### config.mk
export PLATFORM = sky130hd
export DESIGN_NAME = wb_queue
export DESIGN_NICKNAME = d
export VERILOG_FILES = /design/src/rtl/wb_queue.sv
export SDC_FILE = /design/constraint.sdc
export NUM_CORES = 1
export LEC_CHECK = 0
export ABC_AREA = 1
export BUFFER_PORTS_ARGS = -buffer_cell sky130_fd_sc_hd__clkbuf_2
export CAP_MARGIN = 30
export CORE_MARGIN = 4
export CORE_UTILIZATION = 35
export CTS_BUF_LIST = sky130_fd_sc_hd__clkbuf_4
export DETAILED_ROUTE_END_ITERATION = 12
export GPL_TIMING_DRIVEN = 0
export PLACE_DENSITY_LB_ADDON = 0.1
export SYNTH_ARGS = -nofsm -noshare
export SYNTH_HDL_FRONTEND = slang
export SYNTH_SLANG_ARGS = --single-unit
### constraint.sdc
create_clock -name clk -period 6.15 [get_ports clk]
set_input_delay 0.615 -clock clk [delete_from_list [all_inputs] [get_ports clk]]
set_output_delay 0.615 -clock clk [all_outputs]
set_load 0.01 [all_outputs]
### src/rtl/wb_queue.sv
// Writeback arbiter for the register-file write port: the pipeline port has priority,
// variable-latency results wait in a small FIFO with squash and forwarding lookups.
module wb_queue #(
    parameter int ADDRESS_WIDTH = 5,
    parameter int DATA_WIDTH    = 32,
    parameter int DEPTH         = 4
) (
    input  logic                       clk,
    input  logic                       rst_n,
    input  logic                       pri_we,
    input  logic [ADDRESS_WIDTH-1:0]   pri_addr,
    input  logic [DATA_WIDTH-1:0]      pri_data,
    input  logic                       in_valid,
    output logic                       in_ready,
    input  logic [ADDRESS_WIDTH-1:0]   in_addr,
    input  logic [DATA_WIDTH-1:0]      in_data,
    output logic                       we3,
    output logic [ADDRESS_WIDTH-1:0]   a3,
    output logic [DATA_WIDTH-1:0]      wd3,
    input  logic [ADDRESS_WIDTH-1:0]   a1,
    input  logic [ADDRESS_WIDTH-1:0]   a2,
    output logic                       pend1,
    output logic                       pend2,
    output logic [DATA_WIDTH-1:0]      fwd1,
    output logic [DATA_WIDTH-1:0]      fwd2,
    output logic [$clog2(DEPTH):0]     count
);

    localparam int PW = $clog2(DEPTH);
    localparam int CW = PW + 1;

    logic [PW-1:0]            wr_ptr_q, wr_ptr_d;
    logic [PW-1:0]            rd_ptr_q, rd_ptr_d;
    logic [CW-1:0]            count_q, count_d;
    logic [DEPTH-1:0]         live_q, live_d;
    logic [ADDRESS_WIDTH-1:0] addr_q [DEPTH];
    logic [DATA_WIDTH-1:0]    data_q [DEPTH];

    logic push;
    logic pop;
    logic head_live;

    assign in_ready  = (count_q != CW'(DEPTH));
    assign push      = in_valid && in_ready && (in_addr != '0);
    assign pop       = !pri_we && (count_q != '0);
    assign head_live = live_q[rd_ptr_q];
    assign count     = count_q;

    always_comb begin
        we3 = 1'b0;
        a3  = '0;
        wd3 = '0;
        if (pri_we) begin
            we3 = 1'b1;
            a3  = pri_addr;
            wd3 = pri_data;
        end else if (pop && head_live) begin
            we3 = 1'b1;
            a3  = addr_q[rd_ptr_q];
            wd3 = data_q[rd_ptr_q];
        end
    end

    // live is cleared on pop, so a set live bit always marks an occupied entry
    always_comb begin
        live_d   = live_q;
        rd_ptr_d = rd_ptr_q;
        wr_ptr_d = wr_ptr_q;
        if (pri_we && (pri_addr != '0)) begin
            for (int i = 0; i < DEPTH; i++) begin
                if (addr_q[i] == pri_addr) begin
                    live_d[i] = 1'b0;
                end
            end
        end
        if (pop) begin
            live_d[rd_ptr_q] = 1'b0;
            rd_ptr_d         = rd_ptr_q + PW'(1);
        end
        if (push) begin
            live_d[wr_ptr_q] = 1'b1;
            wr_ptr_d         = wr_ptr_q + PW'(1);
        end
        count_d = count_q + CW'(push) - CW'(pop);
    end

    always_ff @(posedge clk or negedge rst_n) begin
        if (!rst_n) begin
            wr_ptr_q <= '0;
            rd_ptr_q <= '0;
            count_q  <= '0;
            live_q   <= '0;
        end else begin
            wr_ptr_q <= wr_ptr_d;
            rd_ptr_q <= rd_ptr_d;
            count_q  <= count_d;
            live_q   <= live_d;
        end
    end

    always_ff @(posedge clk) begin
        if (push) begin
            addr_q[wr_ptr_q] <= in_addr;
            data_q[wr_ptr_q] <= in_data;
        end
    end

    // Scan oldest to youngest so the last match is the youngest entry
    always_comb begin
        logic [PW-1:0] idx;
        idx   = '0;
        pend1 = 1'b0;
        pend2 = 1'b0;
        fwd1  = '0;
        fwd2  = '0;
        for (int k = 0; k < DEPTH; k++) begin
            idx = rd_ptr_q + PW'(k);
            if (live_q[idx] && (addr_q[idx] == a1) && (a1 != '0)) begin
                pend1 = 1'b1;
                fwd1  = data_q[idx];
            end
            if (live_q[idx] && (addr_q[idx] == a2) && (a2 != '0)) begin
                pend2 = 1'b1;
                fwd2  = data_q[idx];
            end
        end
    end

endmodule

Word-level counts from Yosys, hierarchy flattened:

Memories as Yosys holds them, arrays and structs flattened.
Index checks and enable logic that the tools add are counted.

* add/subtract/negate cells: 6
* magnitude comparators: 7
* eq/ne operators: 13
* muxes and demuxes: 43
* bitwise logic cells: 3
* reductions and logical operators: 29

Operator list (number)
* two-way mux 32 bit: 10
* equality test 5 bit: 12
* logical AND 1 bit: 23
* two-way mux 1 bit: 22
* nonzero test 5 bit: 4
* < comparator 2 x 3 -> 1 bit (second input constant): 5
* two-way mux 4 bit: 3
* two-way mux 5 bit: 2
* binary-select mux 1 bit (select 2 bit): 4
* adder 2 x 1 -> 2 bit (second input constant): 2
* adder 2 bit (second input constant): 2
* bitwise AND 4 bit: 1
* demux 1 bit (select 2 bit): 2
* >= comparator 2 x 1 -> 1 bit (second input constant): 2
* inverter 4 bit: 1
* OR 4 bit: 1
* adder 3 x 1 -> 3 bit: 1
* inequality test 3 bit (second input constant): 1
* nonzero test 3 bit: 1
* subtractor 3 x 1 -> 3 bit: 1
* zero test 1 bit: 1

* register bits: 11
* RAM bits: 148
* bits of input ports: 88
* output and inout port bits: 108
* word-level logic and storage cells: 107
* memories: 2

Memory list
* data_q: words 4, bits a word 32, read ports 4, clocked after memory_dff 0, write ports 1, RTL line 37 `logic [DATA_WIDTH-1:0] data_q [DEPTH];`
* addr_q: words 4, bits a word 5, read ports 8, clocked after memory_dff 0, write ports 1, RTL line 36 `logic [ADDRESS_WIDTH-1:0] addr_q [DEPTH];`

Logic depth before layout (Yosys ltp):

* word-level depth: 9
* gate-level depth with buffers: 20

Worst setup path before layout:

OpenSTA, ideal clock, no wires.

* path type: register -> output
* from: register rd_ptr_q[1]
* to: output fwd2[19]
* arrival time: 2.954 ns
* slack: 2.581 ns
* stages on the path, launching flop included: 18
* path through: dfrtp_1 inv_2 buf_2 clkbuf_1 clkbuf_1 ha_1 inv_2 buf_2 nand3_1 nand2_1 xor2_1 nor2_1 nand2_1 nor2_4 inv_2 clkbuf_1 nor2_1 a21oi_1

* cells in the longest elaborated chain, start to end: 8
* elaborated cells between the ends (all ways): 29
* classes of those cells: add/sub: 3; eq/ne: 4; mux: 12; reduce/logical: 8; memory: 2

RTL lines
* from (decl): RTL line 33 `logic [PW-1:0] rd_ptr_q, rd_ptr_d;`
* from (signal assigned): RTL line 95 `rd_ptr_q <= rd_ptr_d;`
* adder 2 x 1 -> 2 bit (tied with other cells): RTL line 117 `idx = rd_ptr_q + PW'(k);`
* memory (4 x 5 bit) (tied with other cells)
* equality test 5 bit (tied with other cells): RTL line 122 `if (live_q[idx] && (addr_q[idx] == a2) && (a2 != '0)) begin`
* logical AND 1 bit: RTL line 122
* logical AND 1 bit or two-way mux 32 bit (tied branches): RTL line 122
* two-way mux 32 bit (2 in series): RTL line 122
* two-way mux 32 bit (*): RTL line 122
* to (decl): RTL line 25 `output logic [DATA_WIDTH-1:0] fwd2,`

Every way passes the cells marked *; elsewhere a longest branch is shown, timed or not. The select of a mux whose other input is x is not followed.

Final worst setup path:

* from: register rd_ptr_q[1]
* to: output fwd2[21]

Same word-level chain as after synthesis.

==> qor.yml <==
status:
  status: "finished, final reports clean"
logic_synthesis:
  synth_ff_type: "edfxtp_1"
  synth_cell_types: 37
  synth.top_cell.area_share: 0.352
  synth.cell_area_um2: 12600
  avgSynthCellArea_um2: 7.02
  ys_seq_area_frac: 0.374
  synth_top_cell_by_area: "edfxtp_1"
  syn_nets: 1897
  ys_ff_latch: 159
  ys_warn_count: 0
  synth_area_leaders: "edfxtp_1 (35%), nand2_1 (16%), nor2_1 (7.4%)"
  synth-async-reset-ratio: 0.0692
  syn_inst: 1798
  synth_edf_count: 148
clock_network:
  clk_path_buf_depth: 2
  htreeDepth: 4
  clock-sinks: 159
  cts_tree: "done"
  clkLatencyLatePin_ns: 0.65
  cts_inserted_buffers: 17
  clkTransAtPathRegs_ns: 0.16
  root_buffer: "clkbuf_4"
power:
  p_per_area_nw_per_um2: 560
  ir_drop_mv: 0.250
  clkPwrFrac: 0.091
  p_switching_mw: 4.75
  seq_power_share: 0.191
  swShare: 0.580
  intPower_mw: 3.43
  combPwrFrac: 0.718
  p_leak_nw: 6.97
timing:
  tightest_slew_ns: 0.977
  post-route-period-util: 0.934
  clock_skew_ns: 0.0143
  fmax_ghz: 0.174
  relSlewSlack: 0.340
  grt_setup_unrepaired: "false"
  final_hold_viol_count: 0
  fin_crit_ns: 5.74
  setup_viol: 0
  final_max_slew_viol_count: 0
  finalSetupTns_ns: 0
  whs_ns: 0.171
  setup_ws_ns: 0.405
placement:
  gp_congestion: 0.924
  place_ws_ns: 0.681
  port_buffers: 187
  dp_hpwl_um: 40200
die:
  initial_core_util: 0.355
  row_count: 69
  core-area_um2: 35600
  fp.dieH_um: 198
  dieArea_um2: 39200
  ios: 196
  die_w_um: 198
routing:
  wl_per_cell_um: 21.0
  drt_pre_antenna_iters: 6
  vias: 13100
  viasPerCell: 5.28
  drtIter0Drc: 1253
  drc: 0
  ant_nets: 0
  routed_wl_um: 52100
global_routing:
  grt_max_degree: 23
  grt_pass1_vias: 12800
  grt_util_all_layers: 0.263
  overflow: 0
  grt_pass1_wl_um: 77400
  antenna_found_initial: 2
critical_path:
  start_kind: "flip-flop"
  worstPathCellList: "inv_2 > buf_2 > clkbuf_1 > ha_1 > inv_2 > buf_2 > buf_2 > buf_2 > clkbuf_1 > nand2_1 > o21ai_0 > nor2_1 > a21oi_1 > clkbuf_2"
  worstSetupPathType: "reg -> out"
  worst_setup_path_end_kind: "primary output"
  worst-endpoint-required_ns: 5.53
  cp_slowest_cell: "clkbuf_1"
  cpMostUsedCell: "buf_2"
  cp_num_buf_inv: 9
  cp_slowest_stage_delay_ns: 0.51
  cp_top_family: "buffers and inverters"
  arrival_ns: 5.13
  crit_fanout: 19
layout:
  finalNetCount: 2108
  area_growth_pct: 15.8
  nFillCells: 3812
  final_util: 0.411
  drive_above_1_share: 0.187
job:
  cap_violations: 0
min_path:
  min_path_type: "in -> reg"
## layer usage
layer  vias up  routed length (um)  GRT usage
li1       6304                   -          -
met2       539               24400      0.435
met4         2                1500     0.0847
met5         -                  13          0
met3        76                3680     0.0490
met1      6194               22600      0.350
## metrics by stage
stage	cells	area (um^2)	total power [mW]
final	2486	14600	8.18
after global routing	2486	14600	8.83
after CTS	2484	14600	8.14
after detailed placement	2451	14300	7.39
after global placement	2446	14100	7.30
after floorplan	1798	12600	5.19
## Yosys cell counts (all sizes together), types with 12 or more instances
| library cell | count |
|---|---|
| nand4 | 15 |
| nand2 | 551 |
| clkbuf | 48 |
| o21ai | 204 |
| nand3 | 128 |
| inv | 125 |
| buf | 67 |
| xnor2 | 12 |
| a21oi | 45 |
| edfxtp | 148 |
| xor2 | 17 |
| mux2i | 84 |
| nor2 | 260 |
| or2 | 57 |
## cell families (layout without fill, tap and decap cells)
kind of cell | Yosys count | in the layout | share of synthesized area
flops | 159 | 159 | 0.374
compound gates | 258 | 258 | 0.104
simple gates | 1017 | 1017 | 0.341
buf+inv | 240 | 464 | 0.0821
xor+xnor | 29 | 29 | 0.0201
other cells | 0 | 3 | 0
fa+ha+maj | 11 | 11 | 0.0115
mux | 84 | 84 | 0.0666
## cell usage in the layout (no fill, tap or decap), drive strengths merged, types with 15 or more instances in the layout
| master | netlist | final |
|---|---|---|
| xor2 | 17 | 17 |
| buf | 67 | 72 |
| inv | 125 | 133 |
| mux2i | 84 | 84 |
| nand2 | 551 | 551 |
| edfxtp | 148 | 148 |
| nor2 | 260 | 260 |
| nand3 | 128 | 128 |
| nand4 | 15 | 15 |
| or2 | 57 | 57 |
| a21oi | 45 | 45 |
| o21ai | 204 | 204 |
| clkbuf | 48 | 251 |
## state kept, by name (all words and copies together) (netlist names)
signal / cells
data_q: 128
live_q: 4
addr_q: 20
wr_ptr_q: 2
rd_ptr_q: 2
count: 3
## power by group through the flow
| stage | Combinational [mW] | Sequential (mW) | Clock, mW |
|---|---|---|---|
| 5_1_grt | 6.45 | 1.59 | 0.794 |
| 4_1_cts | 5.82 | 1.56 | 0.755 |
| 3_5_place_dp | 5.80 | 1.59 | 0 |
| 6_report | 5.87 | 1.56 | 0.743 |
| 2_1_floorplan | 3.63 | 1.56 | 0 |
| 3_3_place_gp | 5.69 | 1.61 | 0 |
## final timing paths
| kind | start | to | slack, ns | cells after the start |
|---|---|---|---|---|
| max in group asynchronous | rst_n | live_q[2] | 5.54 | 2 |
| max | rd_ptr_q[1] | fwd2[21] | 0.41 | 14 |
| max reg2reg | rd_ptr_q[1] | rd_ptr_q[1] | 3.58 | 7 |
| min reg2reg | live_q[3] | live_q[3] | 0.60 | 1 |
| min | in_data[5] | data_q[0][5] | 0.17 | 1 |
| min in group asynchronous | rst_n | live_q[1] | 0.37 | 2 |
## timing repair
action                                  in CTS  in global routing
hold buffers                                 1                  0
pin swaps                                    0                  0
endpoints found under the hold margin       11                  0
buffers inserted                             0                  0
gates resized for setup                      2                  0
endpoints found under the setup margin      13                 61
## cell type report
| type | count | area (um^2) | area share |
|---|---|---|---|
| clock inverters | 15 | 198 | 0.0135 |
| plain buffers | 114 | 566 | 0.0387 |
| clock buffers | 17 | 128 | 0.00873 |
| well taps | 461 | 577 | 0.0395 |
| multi-input cells | 1399 | 6890 | 0.471 |
| repair buffers | 193 | 1060 | 0.0726 |
| diodes | 3 | 7.51 | 0.000514 |
| flip-flops and latches | 159 | 4720 | 0.323 |
| inverters | 125 | 469 | 0.0321 |
No activity file was read; power rests on OpenSTA's default activity.
